File: config.mk
export PLATFORM = sky130hd
export DESIGN_NAME = mem_arbiter
export DESIGN_NICKNAME = d
export VERILOG_FILES = /design/src/rtl/mem_arbiter.sv
export SDC_FILE = /design/constraint.sdc
export NUM_CORES = 1
export LEC_CHECK = 0
export BUFFER_PORTS_ARGS = -buffer_cell sky130_fd_sc_hd__buf_4
export CAP_MARGIN = 10
export CORE_MARGIN = 3
export CORE_UTILIZATION = 25
export CTS_BUF_LIST = sky130_fd_sc_hd__clkbuf_4
export CTS_CLUSTER_DIAMETER = 200
export DETAILED_ROUTE_END_ITERATION = 10
export PLACE_DENSITY_LB_ADDON = 0.3
export SLEW_MARGIN = 20
export SYNTH_ARGS = -nofsm -noshare
export SYNTH_HDL_FRONTEND = slang
export SYNTH_SLANG_ARGS = --single-unit
File: constraint.sdc
create_clock -name CLK -period 4.88 [get_ports CLK]
set_input_delay 0.976 -clock CLK [delete_from_list [all_inputs] [get_ports CLK]]
set_output_delay 0.976 -clock CLK [all_outputs]
set_load 0.03 [all_outputs]
File: src/rtl/mem_arbiter.sv
// Arbitrates the single-ported system RAM between instruction fetch and data access.
// Data wins by default; a starvation counter forces a pending fetch through after STARVE_MAX data grants.
module mem_arbiter #(
    parameter int STARVE_MAX = 4
) (
    input  logic        CLK,
    input  logic        RST,
    input  logic        iREN,
    input  logic [31:0] iaddr,
    input  logic        dREN,
    input  logic        dWEN,
    input  logic [31:0] daddr,
    input  logic [31:0] dstore,
    input  logic [1:0]  ramstate,
    input  logic [31:0] ramload,
    output logic        iwait,
    output logic        dwait,
    output logic [31:0] iload,
    output logic [31:0] dload,
    output logic        ramREN,
    output logic        ramWEN,
    output logic [31:0] ramaddr,
    output logic [31:0] ramstore,
    output logic [7:0]  err_count
);

    typedef enum logic [1:0] {
        FREE   = 2'd0,
        BUSY   = 2'd1,
        ACCESS = 2'd2,
        ERROR  = 2'd3
    } ramstate_t;

    typedef enum logic [1:0] {
        IDLE,
        DGRANT,
        IGRANT
    } state_t;

    localparam logic [3:0] STARVE_LIM = 4'(STARVE_MAX);

    state_t    state;
    logic [3:0] starve;
    ramstate_t ram_st;
    logic      d_req;
    logic      ram_access;
    logic      ram_error;
    logic      ihit;
    logic      dhit;
    logic      grant_req;
    logic      grant_done;

    assign ram_st     = ramstate_t'(ramstate);
    assign d_req      = dREN | dWEN;
    assign ram_access = (ram_st == ACCESS);
    assign ram_error  = (ram_st == ERROR);

    // A hit is suppressed while RST is asserted so a reset cycle never completes an access.
    assign ihit = (state == IGRANT) && ram_access && !RST;
    assign dhit = (state == DGRANT) && ram_access && !RST;

    assign iwait = ~ihit;
    assign dwait = ~dhit;
    assign iload = ihit ? ramload : 32'h0;
    assign dload = dhit ? ramload : 32'h0;

    assign grant_req  = (state == DGRANT) ? d_req : iREN;
    assign grant_done = ram_access || ram_error || !grant_req;

    // NOTE: every register here is assigned with <= so all updates see pre-edge values.
    always_ff @(posedge CLK) begin
        if (RST) begin
            state     <= IDLE;
            starve    <= 4'd0;
            err_count <= 8'd0;
            ramREN    <= 1'b0;
            ramWEN    <= 1'b0;
            ramaddr   <= 32'h0;
            ramstore  <= 32'h0;
        end else begin
            case (state)
                IDLE: begin
                    if (d_req && !(iREN && starve == STARVE_LIM)) begin
                        state    <= DGRANT;
                        ramWEN   <= dWEN;
                        ramREN   <= ~dWEN;
                        ramaddr  <= daddr;
                        ramstore <= dstore;
                        if (iREN)
                            starve <= (starve == STARVE_LIM) ? STARVE_LIM : starve + 4'd1;
                        else
                            starve <= 4'd0;
                    end else if (iREN) begin
                        state    <= IGRANT;
                        ramREN   <= 1'b1;
                        ramWEN   <= 1'b0;
                        ramaddr  <= iaddr;
                        ramstore <= 32'h0;
                        starve   <= 4'd0;
                    end else begin
                        starve <= 4'd0;
                    end
                end

                DGRANT, IGRANT: begin
                    if (ram_error && err_count != 8'hFF)
                        err_count <= err_count + 8'd1;
                    // Completion, error and withdrawal all return through one IDLE bubble.
                    if (grant_done) begin
                        state    <= IDLE;
                        ramREN   <= 1'b0;
                        ramWEN   <= 1'b0;
                        ramaddr  <= 32'h0;
                        ramstore <= 32'h0;
                    end
                end

                default: begin
                    state    <= IDLE;
                    ramREN   <= 1'b0;
                    ramWEN   <= 1'b0;
                    ramaddr  <= 32'h0;
                    ramstore <= 32'h0;
                end
            endcase
        end
    end

endmodule

==> run summary <==
Crit path launch type: input port
Static Leakage: 2.97 nW
Final slew viol count: 0
Async SR Flop Fraction: 0%
Synthesized area per cell: 10.6 sq um
Cell count after synthesis: 360
Starting Density: 25.9%
First-pass GRT wire length: 18700 um
Clock Tree Buf Depth: 2
Number of global-route vias before repair: 3709
Crit-path cells: buf_4 -> nor4bb_4 -> buf_6 -> and2_1 -> buf_4
Initial DRC Count: 185
Fin util: 42.2%
Hold Crit Class: reg -> reg
IO buf count: 274
Clock transition at the registers of the reported paths: 0.12 ns
Slowest cell delay on critical path: 0.54 ns
DIE WIDTH: 130 um
Final worst path period share: 66.8%
Worst setup path class: in -> out
Total grt overflow: 0
CP endpoint kind: primary output
Total die area: 0.0168 sq mm
P&R area growth vs syn: 63.3%
Post-Layout Inst Area: 0.00623 sq mm
Syn Nets: 501
Largest net degree at the start of global routing: 42
Antenna Violating Nets Remaining: 0
CTS Hold Bufs: 0
Worst path slowest cell: nor4bb_4
Sequential area share after synthesis: 42.0%
Area contributors post-synth: dfxtp_1 (42%), o2bb2ai_2 (12%), and2_1 (11%), mux2i_1 (8.9%), a22o_1 (7.3%)
RSZ-0062 raised after global routing: no
Setup Fix Bufs, Post-CTS: 0
Max Cap Viol: 0
Layout Skew: 0.0102 ns
Initial antenna violation count: 1
F_max: 307 MHz
Most used cell, CP: buf_4
Ports: 275
Post-synth top area cell: dfxtp_1
# setup viols final: 0
Worst Max-Slew Pin Slew: 1.01 ns
Crit Path Max Fanout: 23
Clk sink count: 80
Clock Tree Root: clkbuf_4
Vias per cell: 4.59
DRT Pass-1 Iters: 4
Number of synthesized flops with an enable pin: 0
Htree depth: 3
Post-synth top flop: dfxtp_1
Fill cells: 1434
Mapped cell area: 0.00381 sq mm
Hpwl dp: 10000 um
Routability congestion estimate: 0.783
Core Area: 0.0148 sq mm
# rows: 44
Nets: 765
Total GRT Usage: 14.0%
# DRC: 0
Final hold vios: 0
Via count: 3737
CTS resizes: 0
Post-synthesis register bit count: 80
Status: finished, final reports clean
Min-delay src: ramaddr[31]$_SDFFE_PP0P_
Setup TNS: 0 ns
CTS tree: done
Placed Instance Area: 0.00606 sq mm
Worst-Skew Late Latency: 0.41 ns
Yosys cell types: 42
Maximum vdd drop: 0.000140 V
CP required: 3.90 ns
Power density over the cells: 262 mW/mm^2
Max transition margin: 32.8%
Wire per inst: 15.6 um
Die height: 130 um
R2R Path Start: state[1]$_SDFFE_PP0P_
Final wirelength: 12700 um
Share of cells above drive strength 1: 53.3%
Ys Warns: 0
Worst setup path start: RST
Share of the synthesized area in the top cell type: 42.0%
Total CTS buffers: 9
CP arrival: 2.28 ns
Minimum clock period: 3.26 ns
[per-layer routing]
metal / vias up / global-route usage, % / share of wire (%) / wire length, um
met3: 5 / 4.91 / 10 / 1320
met4: 0 / 4.28 / 0.78 / 99
met5: - / 0 / 0 / 0
li1: 1832 / - / - / -
met2: 208 / 26.0 / 51 / 6540
met1: 1692 / 15.0 / 37 / 4770
[path summary, 6_finish.rpt]
path / to / slack [ns] / depth (start not counted)
worst min-delay path: ramaddr[31]$_SDFFE_PP0P_ / 0.48 / 1
worst max-delay path: iload[23] / 1.62 / 5
worst min register to register: ramaddr[31]$_SDFFE_PP0P_ / 0.48 / 1
worst max register to register: ramstore[21]$_SDFFE_PP0P_ / 2.03 / 7
[report_power, final]
part,leakage [nW],internal [mW],switching [mW]
registers,0.657,0.709,0.0369
logic,2.25,0.213,0.263
clock network,0.0653,0.164,0.248
total,2.97,1.09,0.547
[synth_stat cells, types with 2 or more instances]
| cell | number |
|---|---|
| inv_1 | 10 |
| nand3_1 | 6 |
| a31oi_1 | 2 |
| dfxtp_1 | 80 |
| or3_1 | 3 |
| nand4_1 | 3 |
| o2bb2ai_1 | 2 |
| a22o_1 | 32 |
| buf_2 | 12 |
| o21ai_0 | 5 |
| o22a_1 | 2 |
| a21oi_1 | 6 |
| nand2_1 | 5 |
| o2bb2ai_2 | 30 |
| nor2b_1 | 3 |
| mux2i_1 | 34 |
| and4_1 | 2 |
| clkbuf_1 | 9 |
| mux2_2 | 2 |
| ha_1 | 6 |
| buf_6 | 3 |
| and3_1 | 3 |
| nor2_1 | 11 |
| a211oi_1 | 2 |
| nor4bb_1 | 2 |
| nand2b_1 | 3 |
| and2_1 | 66 |
| xor2_1 | 2 |
[layout make-up]
| cell class | instances | area (sq um) | share of cell area [%] |
|---|---|---|---|
| antenna | 1 | 2.50 | 0.0402 |
| clock buffer | 10 | 75.1 | 1.20 |
| clock inverter | 6 | 68.8 | 1.10 |
| inverter | 10 | 37.5 | 0.602 |
| multi-input combinational | 244 | 2090 | 33.6 |
| sequential | 80 | 1600 | 25.7 |
| tap | 184 | 230 | 3.69 |
| timing repair buffer | 279 | 2120 | 34.1 |
[kinds of logic (layout without fill, tap and decap cells)]
kind of cell,count (synthesis),in the layout,share of synthesized area (%)
and+or+nand+nor,113,113,17.9
AOI/OAI and AO/OA,87,87,23.6
xor gates and xnor gates,2,2,0.459
muxes,36,36,9.51
DFF,80,80,42.0
buffers and inverters,36,305,4.62
other,0,1,0
adders and majority gates,6,6,1.97
[registers in the layout, summed over array words and instances (netlist names)]
| signal | flops |
|---|---|
| ramstore | 32 |
| state | 2 |
| ramWEN | 1 |
| err_count | 8 |
| starve | 4 |
| ramaddr | 32 |
| ramREN | 1 |
[cell usage in the layout (no fill, tap or decap), types with 4 or more instances in the layout]
cell type   count
inv_1          10
and2_1         66
nand3_1         6
mux2i_1        34
ha_1            6
nor2_1         10
dfxtp_1        80
o2bb2ai_2      30
clkinvlp_4      4
clkbuf_4       10
a21oi_1         6
o21ai_0         4
nand2_1         5
buf_4         276
a22o_1         32
[per-stage QoR]
step	power [mW]	hold WS, ns	setup slack, ns	cells
after floorplan	1.02	0.498	1.86	360
after global placement	1.23	0.449	1.37	794
after detailed placement	1.24	0.452	1.27	795
after CTS	1.66	0.486	1.27	811
after global routing	1.72	0.496	1.45	814
final	1.63	0.480	1.62	814
[worst max-delay path, delay by kind of cell]
| kind | cells | cell delay, ns |
|---|---|---|
| buffers and inverters | 3 | 0.61 |
| and+or+nand+nor | 2 | 0.69 |
(Power assumes the default switching activity.)
